===== src/rtl/mem_line_responder_if.sv =====
`default_nettype none
// ============================================================================
//  Module   : mem_line_responder_if
//  Brief    : Cache-to-memory request bus. The cache drives the level
//             requests, the address and the write line. The responder
//             returns the read line, ready/done handshakes and the
//             protocol error flag.
//  Revision : 1.0  initial release
// ============================================================================
interface mem_line_responder_if #(
  parameter int LINE_WORDS = 8,
  parameter int ADDR_W     = 26
);
  logic                         mem_w_line;
  logic                         mem_r_line;
  logic                         mem_w_one;
  logic                         mem_r_one;
  logic [ADDR_W-1:0]            mem_addr;
  logic [LINE_WORDS-1:0][31:0]  line_store;
  logic [LINE_WORDS-1:0][31:0]  line_read;
  logic                         mem_ready;
  logic                         mem_done;
  logic                         protocol_err;

  // Cache side
  modport master (
    output mem_w_line, mem_r_line, mem_w_one, mem_r_one, mem_addr, line_store,
    input  line_read, mem_ready, mem_done, protocol_err
  );

  // Memory responder side
  modport slave (
    input  mem_w_line, mem_r_line, mem_w_one, mem_r_one, mem_addr, line_store,
    output line_read, mem_ready, mem_done, protocol_err
  );
endinterface
`default_nettype wire


===== src/rtl/mem_line_responder.sv =====
`default_nettype none
// ============================================================================
//  Module   : mem_line_responder
//  Brief    : Services whole-line and single-word read/write requests
//             against a single-port word-wide SRAM (one-cycle read latency).
//             A line is serialised into LINE_WORDS word accesses; completion
//             is signalled with a one-cycle mem_done pulse.
//  Revision : 1.0  initial release
// ============================================================================
module mem_line_responder #(
  parameter int LINE_WORDS = 8,
  parameter int ADDR_W     = 26,
  parameter int SRAM_AW    = 16
) (
  input  logic               clk,
  input  logic               rst_l,
  mem_line_responder_if.slave bus,
  output logic [SRAM_AW-1:0] sram_addr,
  output logic [31:0]        sram_wdata,
  output logic               sram_we,
  output logic               sram_re,
  input  logic [31:0]        sram_rdata
);

  localparam int OFF_W = $clog2(LINE_WORDS);
  // One extra bit so the line read can spend a drain cycle at idx == LINE_WORDS
  localparam int IDX_W = OFF_W + 1;

  typedef enum logic [2:0] {
    S_IDLE    = 3'd0,
    S_W_LINE  = 3'd1,
    S_R_LINE  = 3'd2,
    S_W_ONE   = 3'd3,
    S_R_ONE   = 3'd4,
    S_DONE    = 3'd5,
    S_RELEASE = 3'd6
  } state_t;

  state_t                      state_q, state_d;
  logic [IDX_W-1:0]            idx_q, idx_d;
  logic [SRAM_AW-1:0]          addr_q, addr_d;
  logic [LINE_WORDS-1:0][31:0] store_q, store_d;
  logic [LINE_WORDS-1:0][31:0] line_read_q, line_read_d;
  logic                        rd_pend_q, rd_pend_d;
  logic [OFF_W-1:0]            rd_idx_q, rd_idx_d;
  logic                        perr_q, perr_d;

  logic       any_req;
  logic       multi_req;
  logic [2:0] req_count;

  // Request address bits above the SRAM range are intentionally dropped
  generate
    if (ADDR_W > SRAM_AW) begin : g_addr_hi_unused
      logic unused_addr_hi;
      assign unused_addr_hi = ^bus.mem_addr[ADDR_W-1:SRAM_AW];
    end
  endgenerate

  assign req_count = {2'b00, bus.mem_w_line} + {2'b00, bus.mem_r_line}
                   + {2'b00, bus.mem_w_one}  + {2'b00, bus.mem_r_one};
  assign any_req   = (req_count != 3'd0);
  assign multi_req = (req_count > 3'd1);

  // Next-state, access sequencing and read-data capture
  always_comb begin
    state_d     = state_q;
    idx_d       = idx_q;
    addr_d      = addr_q;
    store_d     = store_q;
    line_read_d = line_read_q;
    rd_pend_d   = 1'b0;
    rd_idx_d    = rd_idx_q;
    perr_d      = perr_q;
    sram_addr   = '0;
    sram_wdata  = '0;
    sram_we     = 1'b0;
    sram_re     = 1'b0;

    // Data of the read issued last cycle is on sram_rdata now
    if (rd_pend_q) begin
      line_read_d[rd_idx_q] = sram_rdata;
    end

    case (state_q)
      S_IDLE: begin
        if (any_req) begin
          addr_d  = bus.mem_addr[SRAM_AW-1:0];
          store_d = bus.line_store;
          idx_d   = '0;
          if (multi_req) perr_d = 1'b1;
          if (bus.mem_w_line)      state_d = S_W_LINE;
          else if (bus.mem_r_line) state_d = S_R_LINE;
          else if (bus.mem_w_one)  state_d = S_W_ONE;
          else                     state_d = S_R_ONE;
        end
      end
      S_W_LINE: begin
        sram_we    = 1'b1;
        sram_addr  = {addr_q[SRAM_AW-1:OFF_W], idx_q[OFF_W-1:0]};
        sram_wdata = store_q[idx_q[OFF_W-1:0]];
        idx_d      = idx_q + 1'b1;
        if (idx_q == IDX_W'(LINE_WORDS - 1)) state_d = S_DONE;
      end
      S_R_LINE: begin
        if (idx_q < IDX_W'(LINE_WORDS)) begin
          sram_re   = 1'b1;
          sram_addr = {addr_q[SRAM_AW-1:OFF_W], idx_q[OFF_W-1:0]};
          rd_pend_d = 1'b1;
          rd_idx_d  = idx_q[OFF_W-1:0];
          idx_d     = idx_q + 1'b1;
        end else begin
          // Drain cycle: the last word is captured here
          state_d = S_DONE;
        end
      end
      S_W_ONE: begin
        sram_we    = 1'b1;
        sram_addr  = addr_q;
        sram_wdata = store_q[0];
        state_d    = S_DONE;
      end
      S_R_ONE: begin
        if (idx_q == '0) begin
          sram_re   = 1'b1;
          sram_addr = addr_q;
          rd_pend_d = 1'b1;
          rd_idx_d  = '0;
          idx_d     = IDX_W'(1);
        end else begin
          state_d = S_DONE;
        end
      end
      S_DONE: begin
        state_d = any_req ? S_RELEASE : S_IDLE;
      end
      S_RELEASE: begin
        if (!any_req) state_d = S_IDLE;
      end
      default: state_d = S_IDLE;
    endcase
  end

  // State and datapath registers
  always_ff @(posedge clk or negedge rst_l) begin
    if (!rst_l) begin
      state_q     <= S_IDLE;
      idx_q       <= '0;
      addr_q      <= '0;
      store_q     <= '0;
      line_read_q <= '0;
      rd_pend_q   <= 1'b0;
      rd_idx_q    <= '0;
      perr_q      <= 1'b0;
    end else begin
      state_q     <= state_d;
      idx_q       <= idx_d;
      addr_q      <= addr_d;
      store_q     <= store_d;
      line_read_q <= line_read_d;
      rd_pend_q   <= rd_pend_d;
      rd_idx_q    <= rd_idx_d;
      perr_q      <= perr_d;
    end
  end

  assign bus.line_read    = line_read_q;
  assign bus.mem_ready    = (state_q == S_IDLE);
  assign bus.mem_done     = (state_q == S_DONE);
  assign bus.protocol_err = perr_q;

endmodule
`default_nettype wire

===== src/flat_wrapper.sv =====
// flat-port wrapper written by rule: the top's interface ports become plain ports
module mem_line_responder_flat 
#(
  parameter int LINE_WORDS = 8,
  parameter int ADDR_W     = 26,
  parameter int SRAM_AW    = 16
)
  (clk, rst_l, sram_addr, sram_wdata, sram_we, sram_re, sram_rdata, bus_mem_w_line, bus_mem_r_line, bus_mem_w_one, bus_mem_r_one, bus_mem_addr, bus_line_store, bus_line_read, bus_mem_ready, bus_mem_done, bus_protocol_err);
  mem_line_responder_if #(.LINE_WORDS(LINE_WORDS), .ADDR_W(ADDR_W)) bus_i ();
  input  logic clk;
  input  logic rst_l;
  output logic [SRAM_AW-1:0] sram_addr;
  output logic [31:0] sram_wdata;
  output logic sram_we;
  output logic sram_re;
  input  logic [31:0] sram_rdata;
  input wire logic [$bits(bus_i.mem_w_line)-1:0] bus_mem_w_line;
  input wire logic [$bits(bus_i.mem_r_line)-1:0] bus_mem_r_line;
  input wire logic [$bits(bus_i.mem_w_one)-1:0] bus_mem_w_one;
  input wire logic [$bits(bus_i.mem_r_one)-1:0] bus_mem_r_one;
  input wire logic [$bits(bus_i.mem_addr)-1:0] bus_mem_addr;
  input wire logic [$bits(bus_i.line_store)-1:0] bus_line_store;
  output wire logic [$bits(bus_i.line_read)-1:0] bus_line_read;
  output wire logic [$bits(bus_i.mem_ready)-1:0] bus_mem_ready;
  output wire logic [$bits(bus_i.mem_done)-1:0] bus_mem_done;
  output wire logic [$bits(bus_i.protocol_err)-1:0] bus_protocol_err;
  assign bus_i.mem_w_line = bus_mem_w_line;
  assign bus_i.mem_r_line = bus_mem_r_line;
  assign bus_i.mem_w_one = bus_mem_w_one;
  assign bus_i.mem_r_one = bus_mem_r_one;
  assign bus_i.mem_addr = bus_mem_addr;
  assign bus_i.line_store = bus_line_store;
  assign bus_line_read = bus_i.line_read;
  assign bus_mem_ready = bus_i.mem_ready;
  assign bus_mem_done = bus_i.mem_done;
  assign bus_protocol_err = bus_i.protocol_err;
  mem_line_responder #(.LINE_WORDS(LINE_WORDS), .ADDR_W(ADDR_W), .SRAM_AW(SRAM_AW)) u_core (.clk(clk), .rst_l(rst_l), .bus(bus_i), .sram_addr(sram_addr), .sram_wdata(sram_wdata), .sram_we(sram_we), .sram_re(sram_re), .sram_rdata(sram_rdata));
endmodule

===== config.mk =====
export PLATFORM = sky130hd
export DESIGN_NAME = mem_line_responder_flat
export DESIGN_NICKNAME = d
export VERILOG_FILES = /design/src/rtl/mem_line_responder_if.sv /design/src/rtl/mem_line_responder.sv /design/src/flat_wrapper.sv
export SDC_FILE = /design/constraint.sdc
export NUM_CORES = 1
export LEC_CHECK = 0
export BUFFER_PORTS_ARGS = -buffer_cell sky130_fd_sc_hd__buf_2
export CAP_MARGIN = 10
export CORE_MARGIN = 5
export CORE_UTILIZATION = 40
export DETAILED_ROUTE_END_ITERATION = 12
export GPL_TIMING_DRIVEN = 0
export MAX_ROUTING_LAYER = met4
export SLEW_MARGIN = 20
export SYNTH_ARGS = -nofsm -noshare
export SYNTH_HDL_FRONTEND = slang
export SYNTH_SLANG_ARGS = --single-unit

===== constraint.sdc =====
create_clock -name clk -period 6.4 [get_ports clk]
set_input_delay 0 -clock clk [delete_from_list [all_inputs] [get_ports clk]]
set_output_delay 0 -clock clk [all_outputs]
set_load 0.01 [all_outputs]

# Word level (Yosys, flattened, before mapping)
# Index checks and enable logic that the tools add are counted.
[totals] ff_bits=540 latch_bits=0 ramBits=0 mem_bits_ro=0 n_memories=0
[classes] addsub=4 mul=0 n_div=0 n_lt_le_gt_ge=5 eq_ne=14 shifts=0 mux=30 bitwise=0 reduce_logical=12
[ops] op="$bwmux W256" count=1
[ops] op="$bmux W32 S3" count=1
[ops] op="$demux W32 S3" count=1
[ops] op="$mux W32" count=2
[ops] op="$pmux W16 S4" count=1
[ops] op="$pmux W32 S2" count=1
[ops] op="$mux W3" count=11
[ops] op="$mux W16" count=2
[ops] op="$pmux W3 S7" count=1
[ops] op="$pmux W4 S4" count=1
[ops] op="$mux W4" count=3
[ops] op="$eq A3 B3 Y1 const B" count=3
[ops] op="$lt A3 B4 Y1 const B" count=2
[ops] op="$ne A2 B1 Y1 const B" count=4
[ops] op="$add A3 B1 Y3" count=2
[ops] op="$eq A3 B2 Y1 const B" count=2
[ops] op="$ne A2 B2 Y1 const B" count=3
[ops] op="$pmux W3 S2" count=1
[ops] op="$reduce_and A3 Y1" count=2
[ops] op="$reduce_and A5 Y1" count=1
[ops] op="$add A4 B1 Y4 const B" count=1
[ops] op="$eq A4 B3 Y1 const B" count=1
[ops] op="$logic_not A4 Y1" count=1
[ops] op="$lt A4 B4 Y1 const B" count=1
[ops] op="14 further kinds" count=16

# Longest topological paths before layout
# Gate-level depths: netlist of run 1.
[logic_depth] word_depth=6 mapped_depth=11

# Least setup slack after synthesis of run 1
# OpenSTA, ideal clock, no wires.
[synth_path] path_kind="input-to-reg" startpoint="in bus_mem_r_line" endpoint="reg u_core.store_q[173] (netlist name)" arrival_ps=2228 t_required_ps=6275 setup_slack_ps=4046 path_stages=11 n_path_buf=3 cell_sequence="ha_1 -> inv_1 -> fa_1 -> inv_1 -> ha_1 -> or3b_1 -> and2_4 -> buf_6 -> buf_6 -> buf_8 -> mux2_4"
[synth_via] elab_chain_cells=5
[synth_lines] element="start: declaration" line="flat_wrapper.sv:18" rtl="input wire logic [$bits(bus_i.mem_r_line)-1:0] bus_mem_r_line;"
[synth_lines] element="$add A1 B1 Y2" line="mem_line_responder.sv:60" rtl="assign req_count = {2'b00, bus.mem_w_line} + {2'b00, bus.mem_r_line}"
[synth_lines] element="$add A3 B1 Y3 (2 in series)" line="mem_line_responder.sv:61" rtl="+ {2'b00, bus.mem_w_one} + {2'b00, bus.mem_r_one};"
[synth_lines] element="$reduce_bool A3 Y1" line="mem_line_responder.sv:62" rtl="assign any_req = (req_count != 3'd0);"
[synth_lines] element="$reduce_and A2 Y1 (no source line)"
[synth_lines] element="end signal: assignment" line="mem_line_responder.sv:159" rtl="store_q <= store_d;"
[synth_lines] element="end: declaration" line="mem_line_responder.sv:42" rtl="logic [LINE_WORDS-1:0][31:0] store_q, store_d;"
# Every way passes these cells.
# A chain may end at the register's enable or synchronous reset.

# Worst setup path after layout of run 1
[layout_path] startpoint="reg u_core.idx_q[1]" endpoint="out sram_re"
[layout_via] elab_chain_cells=3
[layout_lines] element="start: declaration" line="mem_line_responder.sv:40" rtl="logic [IDX_W-1:0] idx_q, idx_d;"
[layout_lines] element="start signal: assignment" line="mem_line_responder.sv:157" rtl="idx_q <= idx_d;"
[layout_lines] element="$lt A4 B4 Y1 or $logic_not A4 Y1 (tied branches)" line="mem_line_responder.sv:106, mem_line_responder.sv:124"
[layout_lines] element="$mux W1 (on tied branches)" line="mem_line_responder.sv:106, mem_line_responder.sv:124"
[layout_lines] element="$pmux W1 S2 *" line="mem_line_responder.sv:85" rtl="case (state_q)"
[layout_lines] element="end: declaration" line="flat_wrapper.sv:15" rtl="output logic sram_re;"
# Every way passes the cells marked *; elsewhere a longest branch is shown, timed or not.

==> results.sh, run 1 <==
export IMPL_status="finished, final reports clean"
export IMPL_relSlewSlack_pct=31.4
export IMPL_period_needed_ns=3.77
export IMPL_htree_levels=2
export IMPL_ios=629
export IMPL_worstMarginPinSlew_ns=1.03
export IMPL_finalMaxSlewViolations=0
export IMPL_cp_num_buf_inv=6
export IMPL_min_period_over_period_pct=58.9
export IMPL_grt_pass1_vias=18000
export IMPL_worstPathArrival_ns=3.77
export IMPL_leakagePower_nw=15.1
export IMPL_worstPathMaxFanout=10
export IMPL_power_total_mw=14.2
export IMPL_rsz0062_at_grt="false"
export IMPL_hold_viol=0
export IMPL_die_area_sq_um=62100
export IMPL_cts_inserted_buffers=57
export IMPL_crit_chain="clkbuf_1 -> buf_2 -> buf_1 -> inv_1 -> ha_1 -> nor4bb_1 -> o21ai_1 -> inv_1 -> buf_2"
export IMPL_place_area_sq_um=27100
export IMPL_yosys_area_top_type_share_pct=59.0
export IMPL_cts_sinks=540
export IMPL_antenna_found_initial=27
export IMPL_synthTopCellsByArea="dfrtp_1 59%, mux2_2 22%, mux4_2 6.3%"
export IMPL_syn_area_per_cell_sq_um=16.1
export IMPL_grt_overflow=0
export IMPL_drv_cap=0
export IMPL_crit_family="buffers and inverters"
export IMPL_wire_per_inst_microns=23.4
export IMPL_swShare_pct=31.6
export IMPL_grt_start_max_net_pins=99
export IMPL_coreArea_sq_um=56600
export IMPL_drt_iter0_drc=806
export IMPL_post_cts_resized=0
export IMPL_cts_tree="done"
export IMPL_dr_pass1_iters=5
export IMPL_globalplace_congestion=0.843
export IMPL_synth_flop_cell="dfrtp_1"
export IMPL_worstSetupEndpointType="output pin"
export IMPL_cpPeakStageDelay_ns=0.65
export IMPL_finalSetupViolations=0
export IMPL_synth_edf_count=0
export IMPL_syn_inst=1420
export IMPL_seq_area_frac_synth_pct=59.0
export IMPL_async_flop_share_pct=100
export IMPL_cts_root_buf="clkbuf_16"
export IMPL_dp_cells=2800
export IMPL_dp_final_hpwl_microns=55300
export IMPL_worstHoldPathType="in2reg"
export IMPL_drive_gt1_share_pct=55.7
export IMPL_p_int_mw=9.72
export IMPL_fin_skew_ns=0.0139
export IMPL_timing_fmax_ghz=0.265
export IMPL_seqPwrFrac_pct=39.5
export IMPL_via_per_inst=5.02
export IMPL_ys_warn_count=0
export IMPL_fin_cells=3234
export IMPL_die_h_microns=249
export IMPL_final_area_sq_um=32200
export IMPL_top_layer_used="met4"
export IMPL_clock_power_share_pct=23.0
export IMPL_finalSetupTns_ns=0
export IMPL_io_buffers=618
export IMPL_drtAntennaViolNets=0
export IMPL_drcViolationCount=0
export IMPL_grt_pass1_wl_microns=114000
export IMPL_vias=16200
export IMPL_clk_latency_ns=0.60
export IMPL_yosysTopAreaCell="dfrtp_1"
export IMPL_combPwrFrac_pct=37.4
export IMPL_powerDensity_nw_per_um2=442
export IMPL_startpoint_type="flop"
export IMPL_cp_slowest_cell="buf_1"
export IMPL_power_switching_mw=4.49
export IMPL_synth_nets=1746
export IMPL_fp_row_count=87
export IMPL_vdd_drop_max_mv=0.260
export IMPL_initial_core_util_pct=40.5
export IMPL_totalWireLength_microns=75600
export IMPL_wl_met2_microns=38200
export IMPL_die_w_microns=249
export IMPL_met3WireLength_microns=5170
export IMPL_synth_cell_area_sq_um=22900
export IMPL_final_nets=2741
export IMPL_synth_seq_cells=540
export IMPL_ys_types=48
export IMPL_area_growth_pct=40.4
export IMPL_clkSlewWorstSetupHoldPaths_ns=0.06
export IMPL_clk_path_buf_depth=3
export IMPL_met1Wirelength_microns=29700
export IMPL_path_class="reg2out"
export IMPL_required_ns=6.40
export IMPL_track_usage_pct=24.5
## sequential cells by signal, summed over array words and instances (netlist names)
register                 flops
u_core.idx_q                 4
u_core.bus.protocol_err      1
u_core.rd_pend_q             1
u_core.bus.line_read       256
u_core.store_q             256
u_core.addr_q               16
u_core.rd_idx_q              3
u_core.state_q               3
## synthesized netlist by cell type, drive strengths merged (6+ instances only)
master    n
nand2    68
o21ai     8
inv      11
a21oi     7
a22o      6
nor2      7
dfrtp   540
clkbuf   33
a22oi    32
buf      57
and2     16
mux4     64
mux2    528
## per-stage QoR
stage / utilization (%) / hold WS, ns / setup slack, ns
floorplan: - / -0.296 / 4.05
global placement: 47.6 / 0.232 / -5.67
detailed placement: 47.9 / -0.0357 / 3.02
CTS: 56.7 / 0.0338 / 2.57
global route: 56.8 / 0.0843 / 2.43
finish: 56.8 / 0.0660 / 2.63
## layout make-up
| class | count | area, sq um |
|---|---|---|
| Buffer | 90 | 526 |
| Inverter | 11 | 41.3 |
| Tap cell | 756 | 946 |
| Sequential cell | 540 | 13500 |
| Antenna cell | 26 | 65.1 |
| Clock buffer | 75 | 1580 |
| Timing Repair Buffer | 936 | 6410 |
| Fill cell | 4605 | 24400 |
| Clock inverter | 21 | 249 |
| Multi-Input combinational cell | 779 | 8820 |
## metal layers
metal / GRT usage (%) / vias up
met4: 7.54 / 0
li1: - / 7193
met3: 6.41 / 142
met1: 28.7 / 8334
met2: 41.8 / 580
met5: - / -
## power groups by stage
stage | combinational (mW) | sequential [mW] | clock [mW]
after floorplan | 3.25 | 5.65 | 0
after global placement | 5.11 | 5.58 | 0
after detailed placement | 5.20 | 5.64 | 0
after CTS | 5.38 | 5.59 | 3.35
after global routing | 5.69 | 5.77 | 3.51
final | 5.32 | 5.62 | 3.28
## path summary, 6_finish.rpt
check | from | endpoint | slack [ns] | cells after the start
max in group asynchronous | rst_l | u_core.store_q[236]$_DFFE_PN0P_ | 4.63 | 6
worst min register to register | u_core.bus.protocol_err$_DFFE_PN0P_ | u_core.bus.protocol_err$_DFFE_PN0P_ | 0.45 | 1
min in group asynchronous | rst_l | u_core.bus.line_read[129]$_DFFE_PN0P_ | 0.57 | 4
worst max-delay path | u_core.idx_q[1]$_DFFE_PN0P_ | sram_re | 2.63 | 9
worst min-delay path | bus_mem_r_one | u_core.bus.protocol_err$_DFFE_PN0P_ | 0.07 | 5
worst max register to register | u_core.idx_q[1]$_DFFE_PN0P_ | u_core.idx_q[2]$_DFFE_PN0P_ | 3.02 | 9
## cells in the final DEF, fill, tap and decap left out, types with 7 or more instances in the layout
master and count:
dlygate4sd3_1 311, buf_2 653, buf_4 10, a22oi_1 32, clkbuf_1 42, clkbuf_8 9
mux2_4 80, clkinv_2 10, clkbuf_16 57, o21ai_0 7, mux4_2 64, and2_1 15
mux2_2 446, diode_2 26, buf_16 7, inv_1 11, nand2_1 68, nor2_1 7
dfrtp_1 540, buf_8 9
## tightest hold or removal path: stages
cell and delay, ns:
buf_2 0.10, inv_1 0.07, fa_1 0.21, a21oi_1 0.08, a21o_1 0.17
## kinds of logic (layout without fill, tap and decap cells)
family	Yosys count	count (layout)	synth area share (%)
other	0	26	0
AO/OA/AOI/OAI	62	62	1.92
XOR/XNOR	1	1	0.0382
multiplexers	594	594	33.7
adder cells (fa/ha/maj)	6	6	0.361
flip-flops	540	540	59.0
buffers and inverters	101	1133	2.47
AND/OR/NAND/NOR	116	116	2.55
## repair_timing
action	4_1_cts	5_1_grt
endpoints found under the setup margin	0	0
setup buffers	0	0
hold buffers	312	0
endpoints found under the hold margin	767	0
Note: power is estimated with default switching activity, not from simulation.
==> run 2: changes to the inputs <==
- ABC_AREA: not set -> 1
- PLACE_DENSITY: not set -> 0.66
- clock period: 6.4 -> 3.2 ns (I/O delays scaled with it)
==> results.sh, run 2 <==
export IMPL_cts_root_buf="clkbuf_16"
export IMPL_worstPathMaxFanout=10
export IMPL_die_area_sq_um=63200
export IMPL_min_period_over_period_pct=95.1
export IMPL_totalWireLength_microns=104000
export IMPL_cpPeakStageDelay_ns=0.42
export IMPL_status="finished, final reports clean"
export IMPL_dp_final_hpwl_microns=75900
export IMPL_die_h_microns=251
export IMPL_synth_nets=3145
export IMPL_fin_skew_ns=0.0135
export IMPL_leakagePower_nw=16.7
export IMPL_via_per_inst=5.33
export IMPL_drtAntennaViolNets=0
export IMPL_cpMostUsedCell="buf_2"
export IMPL_post_place_ws_ns=0.396
export IMPL_crit_chain="inv_1 -> buf_2 -> clkbuf_4 -> ha_1 -> nand3_1 -> nor2_4 -> nor3_4 -> buf_2 -> nor2_1 -> buf_2"
export IMPL_ys_types=25
export IMPL_startpoint_type="flop"
export IMPL_grt_pass1_vias=24100
export IMPL_required_ns=3.20
export IMPL_die_w_microns=251
export IMPL_synth_seq_cells=540
export IMPL_synth_compound_area_share_pct=9.10
export IMPL_worstPathArrival_ns=3.04
export IMPL_syn_area_per_cell_sq_um=8.26
export IMPL_yosys_area_top_type_share_pct=58.0
export IMPL_powerDensity_nw_per_um2=916
export IMPL_vdd_drop_max_mv=0.556
export IMPL_coreArea_sq_um=57700
export IMPL_ys_warn_count=0
export IMPL_worst_slack_ns=0.156
export IMPL_path_class="reg2out"
export IMPL_synth_edf_count=0
export IMPL_fin_util_pct=56.6
export IMPL_synth_flop_cell="dfrtp_1"
export IMPL_grt_overflow=0
export IMPL_dr_pass1_iters=7
export IMPL_cp_slowest_cell="dfrtp_1"
export IMPL_seq_area_frac_synth_pct=58.0
export IMPL_worstHoldPathType="in2reg"
export IMPL_antenna_found_initial=8
export IMPL_wire_per_inst_microns=22.5
export IMPL_synthSimpleGateAreaFrac_pct=27.0
export IMPL_layout_common_cells="854 x nand2_1, 668 x buf_2, 540 x dfrtp_1"
export IMPL_io_buffers=618
export IMPL_layout_commonest_cell="nand2_1"
export IMPL_synth_cell_area_sq_um=23300
export IMPL_power_total_mw=29.9
export IMPL_clk_path_buf_depth=3
export IMPL_finalSetupViolations=0
export IMPL_synth_xor_area_share_pct=0.0752
export IMPL_final_nets=4139
export IMPL_syn_inst=2819
export IMPL_drive_gt1_share_pct=20.9
export IMPL_timing_fmax_ghz=0.329
export IMPL_drt_iter0_drc=2673
export IMPL_track_usage_pct=33.0
export IMPL_ios=629
export IMPL_period_needed_ns=3.04
export IMPL_globalplace_congestion=0.959
export IMPL_synthAdderAreaFrac_pct=0.354
export IMPL_yosysTopAreaCell="dfrtp_1"
export IMPL_cts_tree="done"
export IMPL_cts_inserted_buffers=57
export IMPL_vias=24700
export IMPL_finalMaxSlewViolations=0
export IMPL_finalSetupTns_ns=0
export IMPL_postCtsSetupRepairBufs=0
export IMPL_hold_viol=0
export IMPL_synth_top_family_by_area="simple AND/OR/NAND/NOR gates"
export IMPL_drv_cap=0
export IMPL_initial_core_util_pct=40.4
export IMPL_yosysMostFrequentCell="nand2_1"
export IMPL_synth_commonest_cells="854 x nand2_1, 540 x dfrtp_1, 367 x nor2_1, 333 x nand3_1, 333 x o21ai_0"
export IMPL_drcViolationCount=0
export IMPL_htree_levels=2
export IMPL_relSlewSlack_pct=46.3
export IMPL_grt_start_max_net_pins=102
export IMPL_fp_row_count=88
export IMPL_async_flop_share_pct=100
export IMPL_synth_mux_area_share_pct=0
export IMPL_cts_sinks=540
export IMPL_hold_ws_ns=0.137
export IMPL_worstSetupEndpointType="output pin"
export IMPL_synthTopCellsByArea="dfrtp_1 58%, nand2_1 14%, nand3_1 7.2%"
export IMPL_rsz0062_at_grt="false"
export IMPL_area_growth_pct=40.2
export IMPL_grt_pass1_wl_microns=153000
export IMPL_clkSlewWorstSetupHoldPaths_ns=0.06
export IMPL_worstMarginPinSlew_ns=0.805
export IMPL_clk_latency_ns=0.62
-- run 2: layout make-up --
type,instances,area (sq um)
antenna,12,30.0
buffer,188,878
clock buffer,77,1570
clock inverter,28,390
fill,5215,25000
inverter,104,390
multi-input combinational,1986,8530
sequential,540,13500
tap,765,957
timing repair buffer,936,6390
-- run 2: power by group --
| group | switching [mW] | leakage, nW | internal [mW] | total (mW) |
|---|---|---|---|---|
| logic | 8.10 | 9.78 | 4.00 | 12.1 |
| clock network | 2.93 | 0.949 | 4.11 | 7.03 |
| registers | 1.46 | 5.96 | 9.32 | 10.8 |
| total | 12.5 | 16.7 | 17.4 | 29.9 |
-- run 2: worst paths after layout --
| kind | from | to | slack [ns] | cells past startpoint |
|---|---|---|---|---|
| min in group asynchronous | rst_l | u_core.bus.line_read[71]$_DFFE_PN0P_ | 0.37 | 3 |
| min | bus_line_store[209] | u_core.store_q[209]$_DFFE_PN0P_ | 0.14 | 4 |
| min reg2reg | u_core.bus.protocol_err$_DFFE_PN0P_ | u_core.bus.protocol_err$_DFFE_PN0P_ | 0.45 | 1 |
| max reg2reg | u_core.idx_q[1]$_DFFE_PN0P_ | u_core.idx_q[0]$_DFFE_PN0P_ | 0.92 | 10 |
| max in group asynchronous | rst_l | u_core.store_q[46]$_DFFE_PN0P_ | 1.59 | 5 |
| max | u_core.idx_q[1]$_DFFE_PN0P_ | sram_addr[8] | 0.16 | 10 |
-- run 2: layer usage --
metal / wire length (microns) / up-vias / global-route usage [%]
met3: 9820 / 320 / 6.97
met1: 39600 / 11800 / 40.9
met4: 7590 / 0 / 18.9
met5: 0 / - / -
met2: 47400 / 1458 / 50.3
li1: - / 11100 / -
-- run 2: critical path, delay by kind of cell, from the launching register on --
kind	cells	cell delay, ns
adder cells (fa/ha/maj)	1	0.22
buffers and inverters	5	1.15
AND/OR/NAND/NOR	4	0.60
flip-flops	1	0.42
-- run 2: repair_timing --
action / 4_1_cts / 5_1_grt
setup endpoints to repair: 16 / 10
hold endpoints to repair: 979 / 0
hold buffers: 313 / 0
gates resized for setup: 3 / 3
-- run 2: logic make-up (layout without fill, tap and decap cells) --
group / after synthesis / count (layout)
AOI/OAI and AO/OA: 419 / 419
DFF: 540 / 540
adders and majority gates: 6 / 6
and+or+nand+nor: 1559 / 1559
other: 0 / 12
xor gates and xnor gates: 2 / 2
buffers and inverters: 293 / 1333
-- run 2: metrics by stage --
step / instance area (sq um) / std cells
after floorplan: 23300 / 2819
after global placement: 27300 / 4202
after detailed placement: 27500 / 4207
after CTS: 32600 / 4624
after global routing: 32600 / 4633
final: 32700 / 4636
==> run 3: changes to the inputs <==
--- a/config.mk
+++ b/config.mk
@@ -15,3 +15,3 @@
 export MAX_ROUTING_LAYER = met4
-export PLACE_DENSITY = 0.66
+export PLACE_DENSITY = 0.64
 export SLEW_MARGIN = 20
==> constraint.sdc (replaced) <==
create_clock -name clk -period 3.2 [get_ports clk]
set_input_delay 0.64 -clock clk [delete_from_list [all_inputs] [get_ports clk]]
set_output_delay 0.64 -clock clk [all_outputs]
set_load 0.01 [all_outputs]
==> results.sh, run 3 (synthesis gave the netlist of run 2 again) <==
export IMPL_initial_core_util_pct=40.4
export IMPL_combPwrFrac_pct=40.3
export IMPL_ios=629
export IMPL_power_total_mw=30.0
export IMPL_finalMaxSlewViolations=0
export IMPL_timing_fmax_ghz=0.311
export IMPL_fin_util_pct=51.6
export IMPL_die_area_sq_um=63200
export IMPL_worstPathMaxFanout=10
export IMPL_clock_power_share_pct=23.6
export IMPL_leakagePower_nw=15.5
export IMPL_worstMarginPinSlew_ns=0.963
export IMPL_fin_cells=4324
export IMPL_reg2reg_depth=7
export IMPL_rsz0062_at_grt="true"
export IMPL_final_area_sq_um=29800
export IMPL_clkSlewWorstSetupHoldPaths_ns=0.06
export IMPL_cts_inserted_buffers=56
export IMPL_cp_slowest_cell="clkbuf_1"
export IMPL_drv_cap=0
export IMPL_cts_root_buf="clkbuf_16"
export IMPL_period_needed_ns=3.21
export IMPL_grt_pass1_wl_microns=144000
export IMPL_final_nets=3833
export IMPL_cpMostUsedCell="nand3_1"
export IMPL_swShare_pct=41.9
export IMPL_clk_path_buf_depth=3
export IMPL_grt_pass1_vias=22000
export IMPL_relSlewSlack_pct=35.8
export IMPL_multiInputGateArea_sq_um=8590
export IMPL_crit_chain="inv_4 -> clkbuf_1 -> o21ai_0 -> nand3_1 -> nand3_1 -> nand2_1 -> buf_2"
export IMPL_worstSetupEndpointType="output pin"
export IMPL_finalSetupViolations=1
export IMPL_status="finished with violations"
export IMPL_drcViolationCount=0
export IMPL_regArea_sq_um=13500
export IMPL_worst_slack_ns=-0.0131
export IMPL_fp_row_count=88
export IMPL_min_period_over_period_pct=100
export IMPL_seqPwrFrac_pct=36.1
export IMPL_crit_family="buffers and inverters"
export IMPL_die_h_microns=251
export IMPL_wire_per_inst_microns=22.9
export IMPL_cp_num_buf_inv=3
export IMPL_layout_commonest_cell="nand2_1"
export IMPL_via_per_inst=5.27
export IMPL_p_int_mw=17.4
export IMPL_regToRegEndpoint="u_core.store_q[192]$_DFFE_PN0P_"
export IMPL_power_switching_mw=12.6
export IMPL_rr_startpoint="u_core.state_q[1]$_DFFE_PN0P_"
export IMPL_holdPathStages=3
export IMPL_worstHoldPathType="in2reg"
export IMPL_fin_skew_ns=0.0279
export IMPL_path_class="reg2out"
export IMPL_drtAntennaViolNets=0
export IMPL_nFillCells=5722
export IMPL_grt_start_max_net_pins=99
export IMPL_clk_latency_ns=0.64
export IMPL_drt_iter0_drc=2314
export IMPL_dp_cells=4208
export IMPL_finalSetupTns_ns=-0.0131
export IMPL_drive_gt1_share_pct=23.7
export IMPL_vdd_drop_max_mv=0.515
export IMPL_io_buffers=618
export IMPL_antenna_found_initial=7
export IMPL_powerDensity_nw_per_um2=1010
export IMPL_dp_final_hpwl_microns=77000
export IMPL_area_growth_pct=27.8
export IMPL_place_area_sq_um=27500
export IMPL_hp_start="bus_line_store[55]"
export IMPL_hold_viol=0
export IMPL_totalWireLength_microns=99200
export IMPL_cts_sinks=540
export IMPL_track_usage_pct=31.0
export IMPL_violations="negative setup slack"
export IMPL_layout_common_cells="848 x nand2_1, 658 x buf_2, 538 x dfrtp_1"
export IMPL_hold_ws_ns=0.235
export IMPL_r2r_setup_slack_ns=0.76
export IMPL_worstPathArrival_ns=2.57
export IMPL_cts_tree="done"
export IMPL_grt_overflow=0
export IMPL_htree_levels=2
export IMPL_cpPeakStageDelay_ns=0.55
export IMPL_dr_pass1_iters=6
export IMPL_die_w_microns=251
export IMPL_coreArea_sq_um=57700
export IMPL_vias=22800
export IMPL_holdPathEnd="u_core.store_q[55]$_DFFE_PN0P_"
export IMPL_startpoint_type="flop"
export IMPL_required_ns=2.56
export IMPL_globalplace_congestion=0.975
export IMPL_post_place_ws_ns=-0.371
==> run 3: cell count changes in the layout (fill, tap and decap cells not counted), sizes merged <==
cell,before,now
clkinvlp,5,2
buf,708,710
dlygate4sd3,312,1
inv,108,106
diode,12,6
bufinv,8,7
clkinv,11,6
clkbuf,181,195
==> run 3: area by class of cell <==
type                    count  share of cell area, %
plain buffers             189                   3.29
diodes                      6                 0.0504
multi-input cells        1986                   28.9
clock inverters            17                   1.08
well taps                 765                   3.21
flip-flops and latches    540                   45.4
repair buffers            630                   11.1
inverters                 104                   1.33
clock buffers              87                   5.64
==> run 3: worst max path at each step <==
stage | cells past startpoint | startpoint | end
detailed placement | 12 | bus_mem_r_line | u_core.store_q[27]$_DFFE_PN0P_
CTS | 8 | u_core.idx_q[0]$_DFFE_PN0P_ | sram_wdata[28]
floorplan | 11 | bus_mem_r_line | u_core.addr_q[0]$_DFFE_PN0P_
global placement | 1 | rst_l | u_core.store_q[25]$_DFFE_PN0P_
finish | 7 | u_core.idx_q[0]$_DFFE_PN0P_ | sram_wdata[27]
global route | 9 | u_core.idx_q[0]$_DFFE_PN0P_ | sram_wdata[28]
==> run 3: metal layers <==
metal	wire length, microns	global-route usage (%)
met1	40000	40.0
met2	47400	50.1
met3	7830	5.36
met5	0	-
met4	4040	10.7
==> run 3: power by group through the flow <==
stage	clock, mW	sequential (mW)	combinational (mW)
finish	7.09	10.8	12.1
global placement	0	10.8	11.5
global route	7.44	11.0	13.4
floorplan	0	10.8	6.61
CTS	7.15	10.8	12.0
detailed placement	0	10.9	11.7
==> run 3: worst register-to-register path: stages, from the launching register on <==
cell and delay (ns):
dfrtp_1 0.46, nor2_2 0.16, nand2_1 0.10, inv_2 0.30, buf_4 0.33, clkbuf_1 0.61
nand3_1 0.28, nand2_1 0.13
==> run 3: what timing repair did <==
item / in CTS / in global routing
hold buffers: 1 / 0
gates resized for setup: 55 / 21
hold endpoints to repair: 11 / 0
buffers inserted: 2 / 3
pin swaps: 3 / 2
setup endpoints to repair: 45 / 39
